[config.mk]
export PLATFORM = sky130hd
export DESIGN_NAME = alu_issuer
export DESIGN_NICKNAME = d
export VERILOG_FILES = /design/src/rtl/alu_issuer.sv
export SDC_FILE = /design/constraint.sdc
export NUM_CORES = 1
export LEC_CHECK = 0
export CAP_MARGIN = 0
export CORE_MARGIN = 4
export CORE_UTILIZATION = 40
export CTS_CLUSTER_SIZE = 28
export DETAILED_ROUTE_END_ITERATION = 7
export PLACE_DENSITY = 0.71
export SYNTH_ARGS = -nofsm -noshare
export SYNTH_HDL_FRONTEND = slang
export SYNTH_SLANG_ARGS = --single-unit
[constraint.sdc]
create_clock -name clk -period 4.45 [get_ports clk]
set_input_delay 0.89 -clock clk [delete_from_list [all_inputs] [get_ports clk]]
set_output_delay 0.89 -clock clk [all_outputs]
set_load 0.1 [all_outputs]
[src/rtl/alu_issuer.sv]
// Command-driven initiator for the 16-bit combinational ALU: owns a small register file and serialises one command at a time.
// Optional build macro ALU_ISSUER_OVF_TRAP_EN suppresses writeback of overflowing ALU results.
`timescale 1ns/1ps
module alu_issuer #(
  parameter int unsigned DATA_WIDTH  = 16,
  parameter int unsigned REG_AW      = 2,
  parameter int unsigned ALU_LATENCY = 1
) (
  input  logic                  clk,
  input  logic                  reset_n,
  input  logic                  cmd_valid,
  output logic                  cmd_ready,
  input  logic [1:0]            cmd_op,
  input  logic [3:0]            cmd_func,
  input  logic [REG_AW-1:0]     cmd_rd,
  input  logic [REG_AW-1:0]     cmd_rs1,
  input  logic [REG_AW-1:0]     cmd_rs2,
  input  logic [DATA_WIDTH-1:0] cmd_imm,
  output logic                  rsp_valid,
  input  logic                  rsp_ready,
  output logic [DATA_WIDTH-1:0] rsp_data,
  output logic                  rsp_ovf,
  output logic [DATA_WIDTH-1:0] alu_a,
  output logic [DATA_WIDTH-1:0] alu_b,
  output logic [3:0]            alu_func,
  input  logic [DATA_WIDTH-1:0] alu_c,
  input  logic                  alu_ovf,
  output logic                  ovf_sticky
);

  localparam int unsigned NREG  = 1 << REG_AW;
  localparam int unsigned CNT_W = 4;

  localparam logic [1:0] OP_ALU   = 2'd0;
  localparam logic [1:0] OP_LOADI = 2'd1;
  localparam logic [1:0] OP_READ  = 2'd2;
  localparam logic [1:0] OP_CLRST = 2'd3;

  typedef enum logic [1:0] {S_IDLE, S_EXEC, S_RESP} state_t;

  state_t                  state_q, state_d;
  logic [CNT_W-1:0]        cnt_q, cnt_d;
  logic [REG_AW-1:0]       rd_q, rd_d;
  logic [DATA_WIDTH-1:0]   regs_q [NREG];
  logic [DATA_WIDTH-1:0]   regs_d [NREG];
  logic [DATA_WIDTH-1:0]   alu_a_q, alu_a_d, alu_b_q, alu_b_d;
  logic [3:0]              alu_func_q, alu_func_d;
  logic [DATA_WIDTH-1:0]   rsp_data_q, rsp_data_d;
  logic                    rsp_ovf_q, rsp_ovf_d;
  logic                    rsp_valid_q, rsp_valid_d;
  logic                    sticky_q, sticky_d;
  logic                    accept;
  logic                    exec_last;

  assign cmd_ready  = reset_n && (state_q == S_IDLE);
  assign accept     = cmd_valid && cmd_ready;
  assign exec_last  = (cnt_q <= CNT_W'(1));

  assign rsp_valid  = rsp_valid_q;
  assign rsp_data   = rsp_data_q;
  assign rsp_ovf    = rsp_ovf_q;
  assign alu_a      = alu_a_q;
  assign alu_b      = alu_b_q;
  assign alu_func   = alu_func_q;
  assign ovf_sticky = sticky_q;

  // State and datapath registers
  always_ff @(posedge clk) begin
    if (!reset_n) begin
      state_q     <= S_IDLE;
      cnt_q       <= '0;
      rd_q        <= '0;
      for (int i = 0; i < int'(NREG); i++) regs_q[i] <= '0;
      alu_a_q     <= '0;
      alu_b_q     <= '0;
      alu_func_q  <= '0;
      rsp_data_q  <= '0;
      rsp_ovf_q   <= 1'b0;
      rsp_valid_q <= 1'b0;
      sticky_q    <= 1'b0;
    end else begin
      state_q     <= state_d;
      cnt_q       <= cnt_d;
      rd_q        <= rd_d;
      regs_q      <= regs_d;
      alu_a_q     <= alu_a_d;
      alu_b_q     <= alu_b_d;
      alu_func_q  <= alu_func_d;
      rsp_data_q  <= rsp_data_d;
      rsp_ovf_q   <= rsp_ovf_d;
      rsp_valid_q <= rsp_valid_d;
      sticky_q    <= sticky_d;
    end
  end

  // Next-state logic
  always_comb begin
    state_d = state_q;
    case (state_q)
      S_IDLE: if (accept) state_d = (cmd_op == OP_ALU) ? S_EXEC : S_RESP;
      S_EXEC: if (exec_last) state_d = S_RESP;
      S_RESP: if (rsp_ready) state_d = S_IDLE;
      default: state_d = S_IDLE;
    endcase
  end

  // Datapath and output next values
  always_comb begin
    cnt_d       = cnt_q;
    rd_d        = rd_q;
    regs_d      = regs_q;
    alu_a_d     = alu_a_q;
    alu_b_d     = alu_b_q;
    alu_func_d  = alu_func_q;
    rsp_data_d  = rsp_data_q;
    rsp_ovf_d   = rsp_ovf_q;
    sticky_d    = sticky_q;
    rsp_valid_d = (state_d == S_RESP);
    case (state_q)
      S_IDLE: begin
        if (accept) begin
          case (cmd_op)
            OP_ALU: begin
              alu_a_d    = regs_q[cmd_rs1];
              alu_b_d    = regs_q[cmd_rs2];
              alu_func_d = cmd_func;
              rd_d       = cmd_rd;
              cnt_d      = CNT_W'(ALU_LATENCY);
            end
            OP_LOADI: begin
              regs_d[cmd_rd] = cmd_imm;
              rsp_data_d     = cmd_imm;
              rsp_ovf_d      = 1'b0;
            end
            OP_READ: begin
              rsp_data_d = regs_q[cmd_rs1];
              rsp_ovf_d  = 1'b0;
            end
            OP_CLRST: begin
              sticky_d   = 1'b0;
              rsp_data_d = '0;
              rsp_ovf_d  = 1'b0;
            end
            default: ;
          endcase
        end
      end
      S_EXEC: begin
        cnt_d = cnt_q - CNT_W'(1);
        if (exec_last) begin
          rsp_ovf_d = alu_ovf;
          sticky_d  = sticky_q | alu_ovf;
`ifdef ALU_ISSUER_OVF_TRAP_EN
          // Trapped overflow leaves the destination untouched and reports its old value
          if (alu_ovf) begin
            rsp_data_d = regs_q[rd_q];
          end else begin
            regs_d[rd_q] = alu_c;
            rsp_data_d   = alu_c;
          end
`else
          regs_d[rd_q] = alu_c;
          rsp_data_d   = alu_c;
`endif
        end
      end
      default: ;
    endcase
  end

endmodule

==> results of run 1 <==
-- cell usage in the layout, fill, tap and decap left out, types with 17 or more instances in the layout --
cell type / n
mux4_2: 17
and2_1: 17
mux2_2: 25
a21boi_1: 23
inv_1: 52
clkbuf_16: 17
mux2i_1: 94
a21oi_1: 20
a32o_1: 48
clkdlybuf4s50_1: 102
nand2_1: 184
buf_4: 23
dfxtp_1: 127
-- flip-flops by register name (all words and copies together), names as in the netlist --
register    flops
rsp_valid       1
regs_q         64
alu_func        4
rsp_data       16
rsp_ovf         1
alu_a          16
alu_b          16
rd_q            2
ovf_sticky      1
cnt_q           4
state_q         2
-- through the flow --
step                      instances  utilization, %  worst slack [ns]
final                          1129            50.1              1.56
after global routing           1129            50.1              1.53
after CTS                      1129            50.1              1.56
after detailed placement       1098            47.0              1.24
after global placement         1098            47.0              1.38
after floorplan                 824               -            0.0358
-- cell families after synthesis --
group | count (synthesis) | share of synthesized area [%]
mux | 141 | 22.4
fa+ha+maj | 6 | 1.01
simple gates | 237 | 14.9
xor+xnor | 2 | 0.236
flops | 127 | 34.2
compound gates | 179 | 19.5
buf+inv | 132 | 7.80
-- layout make-up --
| class | count | area share, % |
|---|---|---|
| Tap cell | 229 | 3.15 |
| Inverter | 52 | 2.14 |
| Timing Repair Buffer | 125 | 13.1 |
| Sequential cell | 127 | 27.9 |
| Multi-Input combinational cell | 565 | 47.4 |
| Clock buffer | 24 | 5.29 |
| Clock inverter | 7 | 0.935 |
-- metal layers --
| layer | share of wire (%) | up-vias |
|---|---|---|
| li1 | - | 3100 |
| met1 | 42 | 3194 |
| met2 | 45 | 373 |
| met3 | 9.6 | 55 |
| met4 | 2.6 | 4 |
| met5 | 0.13 | - |
-- power by group --
part,switching (uW),internal (uW)
registers,13.0,1150
logic,264,146
clock network,507,860
-- Yosys cell counts (2+ instances only) --
| cell type | instances | area share (%) |
|---|---|---|
| a21boi_1 | 23 | 2.3 |
| a21o_1 | 3 | 0.30 |
| a21oi_1 | 20 | 1.3 |
| a221o_1 | 15 | 2.0 |
| a31oi_1 | 3 | 0.25 |
| a32o_1 | 48 | 6.5 |
| and2_1 | 18 | 1.5 |
| buf_1 | 2 | 0.10 |
| buf_2 | 31 | 2.1 |
| buf_4 | 4 | 0.40 |
| buf_6 | 4 | 0.61 |
| clkbuf_1 | 39 | 2.0 |
| dfxtp_1 | 127 | 34 |
| ha_1 | 6 | 1.0 |
| inv_1 | 52 | 2.6 |
| mux2_1 | 5 | 0.76 |
| mux2_2 | 25 | 3.8 |
| mux2i_1 | 94 | 13 |
| mux4_2 | 17 | 5.2 |
| nand2_1 | 184 | 9.3 |
| nand2b_1 | 2 | 0.17 |
| nand3_1 | 4 | 0.27 |
| nand3_4 | 4 | 0.94 |
| nor2_1 | 7 | 0.35 |
| nor2b_1 | 4 | 0.34 |
| o2111ai_1 | 15 | 1.8 |
| o211ai_1 | 15 | 1.5 |
| o21ai_0 | 2 | 0.13 |
| o21ai_1 | 16 | 1.1 |
| o32ai_1 | 16 | 1.9 |
| or2_1 | 2 | 0.17 |
| or3_1 | 2 | 0.17 |
-- worst min path at each step --
stage / to / slack (ns) / depth (start not counted)
after floorplan: regs_q[48] / 0.44 / 2
after global placement: alu_func[1] / 0.44 / 2
after detailed placement: alu_func[1] / 0.44 / 2
after CTS: alu_func[1] / 0.45 / 2
after global routing: alu_func[3] / 0.47 / 2
final: alu_func[1] / 0.45 / 2
-- worst register-to-register path: cells and delay by family, from the launching register on --
kind               cells  cell delay [ns]
and+or+nand+nor        2             1.31
AOI/OAI and AO/OA      1             0.26
DFF                    1             0.66
muxes                  1             0.23
==> impl_metrics.env, run 1 <==
export IMPL_status="finished clean"
export IMPL_grt_max_degree=99
export IMPL_portBuffers=104
export IMPL_post_dp_cell_area_sq_um=8530
export IMPL_vias=6726
export IMPL_fin_total_pwr_uw=2940
export IMPL_r2r_start="state_q[1]"
export IMPL_cts_made_buffers=17
export IMPL_drive_gt1_share_pct=11.7
export IMPL_ys_flop_type="dfxtp_1"
export IMPL_start_util_pct=40.9
export IMPL_use_met3_pct=5.62
export IMPL_core_area_sq_um=18100
export IMPL_cts_tree="done"
export IMPL_die_w_um=144
export IMPL_cts_sinks=127
export IMPL_cap_violations=0
export IMPL_critPathKind="flop to primary output"
export IMPL_postCtsSetupBuffers=0
export IMPL_cts_resized=0
export IMPL_antenna_diode_count=0
export IMPL_setup_violations=0
export IMPL_tightest_slew_ns=1.06
export IMPL_r2r_slack_ns=1.85
export IMPL_gr_usage_met2_pct=34.7
export IMPL_crit_path_end_kind="primary output"
export IMPL_grt_pass1_vias=6484
export IMPL_nets=943
export IMPL_stdcell_area_sq_um=9100
export IMPL_path_cells="clkdlybuf4s50_1"
export IMPL_cp_arrival_ns=2.00
export IMPL_drv_slew=0
export IMPL_worstSkewPairLatency_ns=0.42
export IMPL_vdd_drop_max_mv=0.225
export IMPL_cp_depth=1
export IMPL_dieArea_sq_um=20800
export IMPL_reg2reg_depth=4
export IMPL_finalHoldViolations=0
export IMPL_row_count=49
export IMPL_gr_usage_met1_pct=30.8
export IMPL_critical_path_top_delay_family="buffers and inverters"
export IMPL_syn_nets=879
export IMPL_cp_startpoint="rsp_data[0]"
export IMPL_cp_max_fo=2
export IMPL_final_seq_area_sq_um=2540
export IMPL_synth_distinct_cells=47
export IMPL_ys_ff_latch=127
export IMPL_syn_area_per_cell_sq_um=9.02
export IMPL_vias_per_cell=5.96
export IMPL_whs_ns=0.451
export IMPL_post_route_period_util_pct=64.9
export IMPL_drc=0
export IMPL_finClkSkew_ns=0.00980
export IMPL_drt_iter0_markers=957
export IMPL_io_pins=105
export IMPL_r2r_end="regs_q[39]"
export IMPL_place_gp_congestion=0.812
export IMPL_grt_first_pass_wirelength_um=36700
export IMPL_clk_path_buf_depth=2
export IMPL_powerDensity_nw_per_um2=323
export IMPL_hold_buffers=0
export IMPL_hp_class="flop to flop"
export IMPL_startpoint_type="flop"
export IMPL_synth_warnings=0
export IMPL_leakage_uw=0.00365
export IMPL_ant_nets=0
export IMPL_rsz0062_at_grt="false"
export IMPL_busiest_layer="met2"
export IMPL_syn2layout_area_growth_pct=22.5
export IMPL_cpPeakStageDelay_ns=1.17
export IMPL_cts_root_buf="clkbuf_16"
export IMPL_multi_input_area_sq_um=4320
export IMPL_firstDrtPassIters=6
export IMPL_htree_levels=4
export IMPL_dp_hpwl_um=14800
export IMPL_synthArstFlopShare_pct=0
export IMPL_die_y_um=144
export IMPL_nFillCells=1659
export IMPL_antenna_found_initial=2
export IMPL_worst_path_buf_inv=1
export IMPL_totalNegativeSetupSlack_ns=0
export IMPL_critPathCapture="rsp_data[0]"
export IMPL_syn_cell_area_sq_um=7430
export IMPL_synth_cells=824
export IMPL_clk_pin_slew_ns=0.05
export IMPL_routed_wirelength_um=23700
export IMPL_min_from="alu_func[1]"
export IMPL_grt_overflow=0
export IMPL_avgRoutedWirePerCell_um=21.0
export IMPL_yosysSeqAreaShare_pct=34.2
export IMPL_worstPathRequired_ns=3.56
export IMPL_slew_headroom_pct=29.1
export IMPL_synth_edf_count=0
export IMPL_track_usage_pct=22.7
export IMPL_slowest_stage="clkdlybuf4s50_1"
export IMPL_clock_fmax_mhz=346
export IMPL_period_needed_ns=2.89
Note: power is estimated with default switching activity, not from simulation.
==> run 2: changes to the inputs <==
==> constraint.sdc (replaced) <==
create_clock -name clk -period 3 [get_ports clk]
set_input_delay 0.6 -clock clk [delete_from_list [all_inputs] [get_ports clk]]
set_output_delay 0.6 -clock clk [all_outputs]
set_load 0.1 [all_outputs]
==> impl_metrics.env, run 2 (synthesized netlist as in run 1, its figures left out) <==
export IMPL_gr_usage_met1_pct=30.3
export IMPL_drt_iter0_markers=811
export IMPL_r2r_start="state_q[1]"
export IMPL_drv_slew=0
export IMPL_cp_startpoint="state_q[1]"
export IMPL_start_util_pct=40.9
export IMPL_nFillCells=1666
export IMPL_grt_max_degree=205
export IMPL_gr_usage_met2_pct=33.0
export IMPL_core_area_sq_um=18100
export IMPL_dp_hpwl_um=14600
export IMPL_status="finished clean"
export IMPL_worstPathRequired_ns=3.34
export IMPL_critPathCapture="regs_q[23]"
export IMPL_setup_slack_ns=0.736
export IMPL_worst_path_buf_inv=1
export IMPL_track_usage_pct=22.0
export IMPL_drc=0
export IMPL_switchingPower_uw=1190
export IMPL_clkPwrFrac_pct=49.3
export IMPL_syn2layout_area_growth_pct=23.5
export IMPL_r2r_slack_ns=0.74
export IMPL_rsz0062_at_grt="false"
export IMPL_ant_nets=0
export IMPL_period_needed_ns=2.26
export IMPL_crit_path_end_kind="flop"
export IMPL_reg2reg_depth=5
export IMPL_slew_headroom_pct=42.2
export IMPL_cts_sinks=127
export IMPL_pre_cts_slack_ns=0.351
export IMPL_grt_pass1_vias=6231
export IMPL_cp_max_fo=28
export IMPL_grt_overflow=0
export IMPL_finClkSkew_ns=0.00895
export IMPL_setup_violations=0
export IMPL_critPathKind="flop to flop"
export IMPL_nets=951
export IMPL_cp_depth=5
export IMPL_cts_root_buf="clkbuf_16"
export IMPL_p_seq_share_pct=37.4
export IMPL_vias_per_cell=5.88
export IMPL_startpoint_type="flop"
export IMPL_whs_ns=0.449
export IMPL_cts_tree="done"
export IMPL_clock_fmax_mhz=442
export IMPL_post_route_period_util_pct=75.5
export IMPL_busiest_layer="met2"
export IMPL_totalNegativeSetupSlack_ns=0
export IMPL_cts_resized=0
export IMPL_die_y_um=144
export IMPL_firstDrtPassIters=6
export IMPL_use_met3_pct=6.25
export IMPL_grt_first_pass_wirelength_um=35300
export IMPL_finalHoldViolations=0
export IMPL_top_register="regs_q"
export IMPL_portBuffers=104
export IMPL_postLayoutCoreUtil_pct=50.6
export IMPL_hp_class="flop to flop"
export IMPL_antenna_found_initial=2
export IMPL_tightest_slew_ns=0.866
export IMPL_switching_share_pct=25.7
export IMPL_r2r_end="regs_q[23]"
export IMPL_final_seq_area_sq_um=2540
export IMPL_vias=6692
export IMPL_cts_made_buffers=17
export IMPL_critical_path_top_delay_family="flip-flops"
export IMPL_die_w_um=144
export IMPL_drive_gt1_share_pct=19.1
export IMPL_final_cell_mix="184 x nand2_1, 127 x dfxtp_1, 94 x mux2i_1"
export IMPL_io_pins=105
export IMPL_hold_buffers=0
export IMPL_path_cells="nand2b_2, buf_4, a32o_1, nand2_1, mux2i_1"
export IMPL_slowest_stage="dfxtp_1"
export IMPL_leakage_uw=0.00386
export IMPL_place_gp_congestion=0.811
export IMPL_worstSkewPairLatency_ns=0.42
export IMPL_powerDensity_nw_per_um2=504
export IMPL_final_common_cell="nand2_1"
export IMPL_row_count=49
export IMPL_cap_violations=0
export IMPL_vdd_drop_max_mv=0.350
export IMPL_multi_input_area_sq_um=4320
export IMPL_dieArea_sq_um=20800
export IMPL_avgRoutedWirePerCell_um=20.4
export IMPL_clk_pin_slew_ns=0.06
export IMPL_cp_arrival_ns=2.60
export IMPL_largest_reg_flops=64
export IMPL_p_int_uw=3430
export IMPL_htree_levels=4
export IMPL_routed_wirelength_um=23300
export IMPL_power_frac_comb_pct=13.4
export IMPL_antenna_diode_count=0
export IMPL_postCtsSetupBuffers=0
export IMPL_cpPeakStageDelay_ns=0.66
export IMPL_clk_path_buf_depth=2
## run 2: changes by cell type in the layout (fill, tap and decap cells not counted), sizes merged
| cell | delta |
|---|---|
| buf | +63 |
| clkbuf | -2 |
| clkinvlp | +1 |
| clkdlybuf4s50 | -55 |
| bufinv | +2 |
## run 2: final cells by class
type | count | area share, %
Tap cell | 229 | 3.12
Multi-Input combinational cell | 565 | 47.1
Inverter | 52 | 2.13
Clock inverter | 10 | 1.70
Sequential cell | 127 | 27.7
Clock buffer | 22 | 5.39
Timing Repair Buffer | 133 | 12.8
## run 2: worst reg2reg max path, delay by kind of cell (launching register included)
kind,cells,cell delay (ns)
AOI/OAI and AO/OA,1,0.24
buffers and inverters,1,0.43
DFF,1,0.66
muxes,1,0.19
and+or+nand+nor,2,0.66
## run 2: worst min path at each step
stage                start           to  slack [ns]  depth (start not counted)
2_1_floorplan   regs_q[48]   regs_q[48]        0.44                          2
3_3_place_gp   alu_func[2]  alu_func[2]        0.44                          2
3_5_place_dp   alu_func[1]  alu_func[1]        0.45                          2
4_1_cts        alu_func[1]  alu_func[1]        0.45                          2
5_1_grt           alu_b[3]     alu_b[3]        0.47                          2
6_report       alu_func[1]  alu_func[1]        0.45                          2
## run 2: stage by stage
step / power, uW / cell area, sq um / std cells
3_5_place_dp: 2370 / 8520 / 1106
2_1_floorplan: 2150 / 7440 / 824
5_1_grt: 4740 / 9170 / 1138
3_3_place_gp: 2370 / 8520 / 1106
6_report: 4620 / 9170 / 1138
4_1_cts: 4630 / 9170 / 1138
## run 2: power by group through the flow
stage,Clock [uW],Combinational (uW),Sequential (uW)
2_1_floorplan,0,306,1840
4_1_cts,2300,610,1730
3_3_place_gp,0,604,1760
6_report,2280,617,1730
3_5_place_dp,0,607,1760
5_1_grt,2360,649,1730
## run 2: metal layers
layer | vias to the layer above | share of wire, %
met5 | - | 0.099
met1 | 3159 | 43
li1 | 3119 | -
met2 | 352 | 44
met3 | 58 | 10
met4 | 4 | 2.9
